`config.mk`:
```
export PLATFORM = sky130hd
export DESIGN_NAME = router_1xn_flat
export DESIGN_NICKNAME = d
export VERILOG_FILES = /design/src/rtl/router_1xn_if.sv /design/src/rtl/router_1xn.sv /design/src/flat_wrapper.sv
export SDC_FILE = /design/constraint.sdc
export NUM_CORES = 1
export LEC_CHECK = 0
export CORE_MARGIN = 2
export CORE_UTILIZATION = 24
export CTS_CLUSTER_DIAMETER = 100
export CTS_CLUSTER_SIZE = 25
export DETAILED_ROUTE_END_ITERATION = 10
export PLACE_DENSITY = 0.5
export SLEW_MARGIN = 5
export SYNTH_ARGS = -nofsm -noshare
export SYNTH_HDL_FRONTEND = slang
export SYNTH_SLANG_ARGS = --single-unit
```
`constraint.sdc`:
```
create_clock -name clk -period 7.2 [get_ports clk]
set_input_delay 1.08 -clock clk [delete_from_list [all_inputs] [get_ports clk]]
set_output_delay 1.08 -clock clk [all_outputs]
set_load 0.005 [all_outputs]
```
`src/rtl/router_1xn_if.sv`:
```
// Byte-serial input / per-channel output bundle for router_1xn.
interface router_1xn_if #(
    parameter int DATA_W = 8,
    parameter int NUM_CH = 3
);
    logic [DATA_W-1:0]        data_in;
    logic                     pkt_valid;
    logic                     busy;
    logic [NUM_CH-1:0]        read_en;
    logic [NUM_CH-1:0]        valid_out;
    logic [NUM_CH*DATA_W-1:0] data_out;
    logic                     error;
    logic                     addr_err;

    modport master (
        output data_in, pkt_valid, read_en,
        input  busy, valid_out, data_out, error, addr_err
    );

    modport slave (
        input  data_in, pkt_valid, read_en,
        output busy, valid_out, data_out, error, addr_err
    );
endinterface

```
`src/rtl/router_1xn.sv`:
```
// 1xN packet router: header-addressed per-channel FIFOs, parity check, bad-address drop.
// Define ROUTER_TIMEOUT_FLUSH_EN to add per-channel idle-timeout flushing.
module router_1xn #(
    parameter int DATA_W  = 8,
    parameter int NUM_CH  = 3,
    parameter int ADDR_W  = $clog2(NUM_CH),
    parameter int DEPTH   = 16,
    parameter int TIMEOUT = 30
) (
    input logic        clk,
    input logic        rstn,
    router_1xn_if.slave bus
);
    localparam int PW   = $clog2(DEPTH);
    localparam int NSEL = 1 << ADDR_W;
    localparam logic [ADDR_W:0] NUM_CH_L = (ADDR_W+1)'(NUM_CH);

    typedef enum logic [1:0] {IDLE, LOAD, CHECK, DROP} state_t;

    state_t              state, state_nx;
    logic [ADDR_W-1:0]   dest, dest_reg, wsel;
    logic                dest_ok, busy, accept, wr_any;
    logic [DATA_W-1:0]   parity;
    logic                error_q, addr_err_q;

    logic [PW:0]         wr_ptr [NUM_CH];
    logic [PW:0]         rd_ptr [NUM_CH];
    logic [DATA_W-1:0]   mem    [NUM_CH][DEPTH];
    logic [NUM_CH-1:0]   full, empty, push, pop, flush, wr_en;
    logic [NSEL-1:0]     full_x, flush_x;
    logic [NUM_CH-1:0]   valid_out;
    logic [NUM_CH*DATA_W-1:0] data_out;

    assign dest    = bus.data_in[ADDR_W-1:0];
    assign dest_ok = {1'b0, dest} < NUM_CH_L;

    always_comb begin
        full   = '0;
        empty  = '0;
        full_x = '0;
        for (int unsigned k = 0; k < NUM_CH; k++) begin
            empty[k]  = wr_ptr[k] == rd_ptr[k];
            full[k]   = (wr_ptr[k][PW] != rd_ptr[k][PW]) &&
                        (wr_ptr[k][PW-1:0] == rd_ptr[k][PW-1:0]);
            full_x[k] = full[k];
        end
    end

    always_comb begin
        flush_x = '0;
        for (int unsigned k = 0; k < NUM_CH; k++) flush_x[k] = flush[k];
    end

`ifdef ROUTER_TIMEOUT_FLUSH_EN
    logic [9:0] cnt [NUM_CH];

    always_comb begin
        flush = '0;
        for (int unsigned k = 0; k < NUM_CH; k++)
            flush[k] = !empty[k] && !bus.read_en[k] && (cnt[k] == 10'(TIMEOUT - 1));
    end

    always_ff @(posedge clk or negedge rstn) begin
        if (!rstn) begin
            for (int unsigned k = 0; k < NUM_CH; k++) cnt[k] <= '0;
        end else begin
            for (int unsigned k = 0; k < NUM_CH; k++) begin
                if (empty[k] || bus.read_en[k] || flush[k]) cnt[k] <= '0;
                else                                        cnt[k] <= cnt[k] + 10'd1;
            end
        end
    end
`else
    assign flush = '0;
`endif

    always_ff @(posedge clk or negedge rstn) begin
        if (!rstn) state <= IDLE;
        else       state <= state_nx;
    end

    // A flush hitting the target FIFO mid-packet diverts the remainder to DROP;
    // if the parity word lands in that same cycle the packet simply ends unchecked.
    always_comb begin
        state_nx = state;
        case (state)
            IDLE: if (bus.pkt_valid) begin
                if (!dest_ok)    state_nx = DROP;
                else if (accept) state_nx = flush_x[dest] ? DROP : LOAD;
            end
            LOAD: begin
                if (accept && !bus.pkt_valid) state_nx = CHECK;
                else if (flush_x[dest_reg])   state_nx = DROP;
            end
            CHECK:   state_nx = IDLE;
            DROP:    if (!bus.pkt_valid) state_nx = IDLE;
            default: state_nx = IDLE;
        endcase
    end

    always_comb begin
        busy   = 1'b0;
        wr_any = 1'b0;
        wsel   = dest_reg;
        case (state)
            IDLE: begin
                busy   = bus.pkt_valid && dest_ok && full_x[dest];
                wr_any = bus.pkt_valid && dest_ok && !full_x[dest];
                wsel   = dest;
            end
            LOAD: begin
                busy   = full_x[dest_reg];
                wr_any = !full_x[dest_reg];
            end
            CHECK:   busy = 1'b1;
            default: busy = 1'b0;
        endcase
        accept = (state != CHECK) && !busy;
        wr_en  = '0;
        for (int unsigned k = 0; k < NUM_CH; k++)
            wr_en[k] = wr_any && (wsel == ADDR_W'(k));
    end

    always_comb begin
        push = '0;
        pop  = '0;
        for (int unsigned k = 0; k < NUM_CH; k++) begin
            push[k] = wr_en[k] && !flush[k];
            pop[k]  = bus.read_en[k] && !empty[k] && !flush[k];
        end
    end

    always_ff @(posedge clk or negedge rstn) begin
        if (!rstn) begin
            dest_reg   <= '0;
            parity     <= '0;
            error_q    <= 1'b0;
            addr_err_q <= 1'b0;
        end else begin
            error_q    <= 1'b0;
            addr_err_q <= 1'b0;
            case (state)
                IDLE: if (bus.pkt_valid) begin
                    if (!dest_ok) addr_err_q <= 1'b1;
                    else if (accept) begin
                        dest_reg <= dest;
                        parity   <= bus.data_in;
                    end
                end
                LOAD: if (accept) begin
                    if (bus.pkt_valid) parity  <= parity ^ bus.data_in;
                    else               error_q <= (bus.data_in != parity) && !flush_x[dest_reg];
                end
                default: ;
            endcase
        end
    end

    always_ff @(posedge clk or negedge rstn) begin
        if (!rstn) begin
            for (int unsigned k = 0; k < NUM_CH; k++) begin
                wr_ptr[k] <= '0;
                rd_ptr[k] <= '0;
            end
        end else begin
            for (int unsigned k = 0; k < NUM_CH; k++) begin
                if (flush[k]) begin
                    wr_ptr[k] <= '0;
                    rd_ptr[k] <= '0;
                end else begin
                    if (push[k]) wr_ptr[k] <= wr_ptr[k] + 1'b1;
                    if (pop[k])  rd_ptr[k] <= rd_ptr[k] + 1'b1;
                end
            end
        end
    end

    always_ff @(posedge clk) begin
        for (int unsigned k = 0; k < NUM_CH; k++)
            if (push[k]) mem[k][wr_ptr[k][PW-1:0]] <= bus.data_in;
    end

    always_comb begin
        valid_out = '0;
        data_out  = '0;
        for (int unsigned k = 0; k < NUM_CH; k++) begin
            valid_out[k] = !empty[k];
            if (!empty[k]) data_out[k*DATA_W +: DATA_W] = mem[k][rd_ptr[k][PW-1:0]];
        end
    end

    assign bus.busy      = busy;
    assign bus.valid_out = valid_out;
    assign bus.data_out  = data_out;
    assign bus.error     = error_q;
    assign bus.addr_err  = addr_err_q;
endmodule

```
`src/flat_wrapper.sv`:
```
// flat-port wrapper written by rule: the top's interface ports become plain ports
module router_1xn_flat 
#(
    parameter int DATA_W  = 8,
    parameter int NUM_CH  = 3,
    parameter int ADDR_W  = $clog2(NUM_CH),
    parameter int DEPTH   = 16,
    parameter int TIMEOUT = 30
)
  (clk, rstn, bus_data_in, bus_pkt_valid, bus_read_en, bus_busy, bus_valid_out, bus_data_out, bus_error, bus_addr_err);
  router_1xn_if #(.DATA_W(DATA_W), .NUM_CH(NUM_CH)) bus_i ();
  input logic clk;
  input logic rstn;
  input wire logic [$bits(bus_i.data_in)-1:0] bus_data_in;
  input wire logic [$bits(bus_i.pkt_valid)-1:0] bus_pkt_valid;
  input wire logic [$bits(bus_i.read_en)-1:0] bus_read_en;
  output wire logic [$bits(bus_i.busy)-1:0] bus_busy;
  output wire logic [$bits(bus_i.valid_out)-1:0] bus_valid_out;
  output wire logic [$bits(bus_i.data_out)-1:0] bus_data_out;
  output wire logic [$bits(bus_i.error)-1:0] bus_error;
  output wire logic [$bits(bus_i.addr_err)-1:0] bus_addr_err;
  assign bus_i.data_in = bus_data_in;
  assign bus_i.pkt_valid = bus_pkt_valid;
  assign bus_i.read_en = bus_read_en;
  assign bus_busy = bus_i.busy;
  assign bus_valid_out = bus_i.valid_out;
  assign bus_data_out = bus_i.data_out;
  assign bus_error = bus_i.error;
  assign bus_addr_err = bus_i.addr_err;
  router_1xn #(.DATA_W(DATA_W), .NUM_CH(NUM_CH), .ADDR_W(ADDR_W), .DEPTH(DEPTH), .TIMEOUT(TIMEOUT)) u_core (.clk(clk), .rstn(rstn), .bus(bus_i));
endmodule
```
==> flow_summary.yaml <==
status:
  outcome: "complete, no violations"
timing:
  hold_violations: 0
  fin_skew_ns: 0.01524
  slew_headroom: 0.1937
  fin_crit_ns: 4.692
  tns_ns: 0
  slew_viol_final: 0
  final-setup-viol-count: 0
  rsz0062_at_grt: "no"
  fmax_mhz: 213.1
  worst_slew_pin_slew_ns: 1.200
  finalCritPeriodShare: 0.6517
die:
  dieArea_sq_mm: 0.07538
  initial_utilization: 0.2416
  rows: 99
  num_io_pins: 44
  die_w_microns: 274.6
  core-area_sq_mm: 0.07271
  die_h_microns: 274.6
route:
  drc_errors: 0
  via_per_inst: 4.253
  wl_per_cell_microns: 20.02
  dr.pass1.iters: 4
  drt_iter0_drc: 613
  wirelength_microns: 38180
  vias: 8110
  final_antenna_net_count: 0
pwr:
  vdd_drop_max_uv: 237.2
  p_leak_uw: 0.006149
  power_density_mw_per_mm2: 358.7
clocking:
  path_clk_slew_ns: 0.10
  cts_resized: 0
  htreeDepth: 1
  cts.sinks: 428
  postCtsSetupBuffers: 0
  cts_tree: "done"
  numCtsBuffers: 21
  insertion_delay_ns: 0.55
  cts_hold_buf: 0
  clockRootBuffer: "clkbuf_16"
  cts_buffer_depth: 3
place:
  io_buffers: 43
  place.gp.congestion: 0.7295
  dp_hpwl_microns: 23590
  place_area_sq_mm: 0.01909
worst_setup_path:
  r2r_cells: 6
  slowest_stage: "clkdlybuf4s50_1"
  worst-setup-path-type: "in2out"
  cp-end-kind: "output port"
  cpMostUsedCell: "clkdlybuf4s50_1"
  critPathMaxStageDelay_ns: 0.67
  cp_max_fo: 10
  worstReg2RegEnd: "u_core.mem[0][359]$_DFFE_PP_"
  start_kind: "input port"
  cp.required_ns: 6.12
  cpLargestDelayFamily: "buffers and inverters"
  path_buf_inv: 2
  cp.arrival_ns: 3.61
  reg2reg_slack_ns: 3.77
  crit_chain: "clkdlybuf4s50_1, or3b_1, nor2_4, nand2_1, o32ai_4, nor2_1, o21ai_0, clkdlybuf4s50_1"
  reg2reg_from: "u_core.rd_ptr[2]$_DFFE_PN0P_"
global_route:
  overflow: 0
  antenna_found_initial: 0
  grt_max_degree: 53
  grtUsageTotal: 0.1020
  grt_pass1_wl_microns: 57550
  grt_pass1_vias: 8621
finish:
  seq_area_sq_mm: 0.01264
  area_delta_synth_final_pct: 12.39
  drive_gt1_frac: 0.2091
  largest_reg_flops: 384
  postLayoutCellArea_sq_mm: 0.01975
  multi_input_area_sq_mm: 0.004676
  fill_cells: 7195
  nets: 961
logic_synthesis:
  synth_nets: 919
  synth_cell_type_count: 51
  syn_inst: 890
  yosysSeqAreaShare: 0.7190
  avgSynthCellArea_sq_um: 19.74
  yosysWarnings: 0
  synth-seq-cells: 428
  async_flop_share: 0.1028
  synth_flop_cell: "edfxtp_1"
  synth_area_sq_mm: 0.01757
  synth_edf_count: 384
worst_hold_path:
  min_to: "u_core.rd_ptr[9]$_DFFE_PN0P_"
  holdCritStartpoint: "u_core.rd_ptr[9]$_DFFE_PN0P_"
  hold_path.class: "reg2reg"
  whs_path_depth: 1
run:
  maxCapViolations: 0
[area by class of cell]
type | instances | share of cell area
sequential | 428 | 0.6399
multi-input combinational | 402 | 0.2368
tap | 959 | 0.06077
clock buffer | 35 | 0.03086
timing repair buffer | 62 | 0.02674
inverter | 17 | 0.003232
clock inverter | 3 | 0.001521
antenna | 1 | 0.0001267
[how the worst max path moves through the flow]
stage	startpoint	endpoint	cells after the start
after floorplan	bus_pkt_valid	bus_busy	8
after global placement	bus_pkt_valid	bus_busy	8
after detailed placement	bus_pkt_valid	bus_busy	8
after CTS	u_core.rd_ptr[2]$_DFFE_PN0P_	bus_busy	7
after global routing	u_core.rd_ptr[2]$_DFFE_PN0P_	bus_busy	7
final	bus_pkt_valid	bus_busy	8
[synth_stat cells, types with 3 or more instances]
library cell    n  share of area
edfxtp_1      384           0.66
mux4_2        120           0.15
dfrtp_1        44          0.063
nor2_1         36         0.0077
nand2_1        31         0.0066
nor2b_1        30          0.011
xnor2_1        26          0.013
xor2_1         22          0.011
clkbuf_1       18         0.0038
buf_2          17         0.0048
inv_1          17         0.0036
ha_1           15          0.011
nor3_1         15         0.0043
and3_1         14         0.0050
o21ai_0        14         0.0040
nand3_1        12         0.0034
nand4_1        12         0.0043
a2bb2oi_1       6         0.0030
and2_1          6         0.0021
a21oi_1         4         0.0011
buf_4           4         0.0017
mux2_2          4         0.0026
nand2b_1        4         0.0014
a31oi_1         3         0.0011
[cells in the final DEF, fill, tap and decap left out, types with 2 or more instances in the layout]
cell type          n
xnor2_1           26
xor2_1            22
dfrtp_1           41
nand2_1           31
and2_1             6
clkbuf_16         22
nand3_1           12
buf_4             19
nand2b_1           4
mux4_2           120
a2bb2oi_1          6
nor3_1            13
ha_1              15
clkdlybuf4s50_1   34
nor2b_1           30
o21ai_0           14
and3_1            14
nor3_2             2
a21oi_1            4
mux2_2             4
nand4_1           12
clkbuf_1          12
nor4_4             2
edfxtp_1         384
buf_2              9
a31oi_1            3
a32o_1             2
a22oi_1            2
a21oi_2            2
nor2_1            36
dfrtp_2            3
inv_1             17
[power breakdown]
| group | internal, uW | switching [uW] | total, uW | leakage [uW] |
|---|---|---|---|---|
| Combinational | 1320 | 1140 | 2470 | 0.00185 |
| Clock | 594 | 778 | 1370 | 0.000308 |
| Sequential | 2930 | 311 | 3240 | 0.00399 |
| Total | 4850 | 2230 | 7080 | 0.00615 |
[per-layer routing]
| layer | vias up | wire length [microns] | GRT usage |
|---|---|---|---|
| met5 | - | 0 | 0 |
| met1 | 4316 | 17490 | 0.1430 |
| li1 | 3643 | - | - |
| met4 | 0 | 554 | 0.01731 |
| met3 | 31 | 1308 | 0.01231 |
| met2 | 120 | 18830 | 0.1720 |
[logic make-up (layout without fill, tap and decap cells)]
logic type	count (synthesis)	count (layout)	synth area share
flops	428	428	0.7190
compound gates	42	42	0.01980
fa+ha+maj	15	15	0.01068
xor+xnor	48	48	0.02393
buf+inv	60	117	0.01538
mux	125	125	0.1570
other cells	0	1	0
simple gates	172	172	0.05413
[metrics by stage]
stage | cells | setup slack, ns | util | total power (uW) | hold WS (ns)
after floorplan | 890 | 3.805 | - | 4878 | 0.4604
after global placement | 1868 | 2.453 | 0.2626 | 5814 | 0.4826
after detailed placement | 1868 | 2.471 | 0.2626 | 5844 | 0.4879
after CTS | 1906 | 2.428 | 0.2714 | 7224 | 0.5053
after global routing | 1906 | 2.190 | 0.2715 | 7483 | 0.5287
final | 1907 | 2.508 | 0.2716 | 7082 | 0.5048
Note: power is estimated with default switching activity, not from simulation.
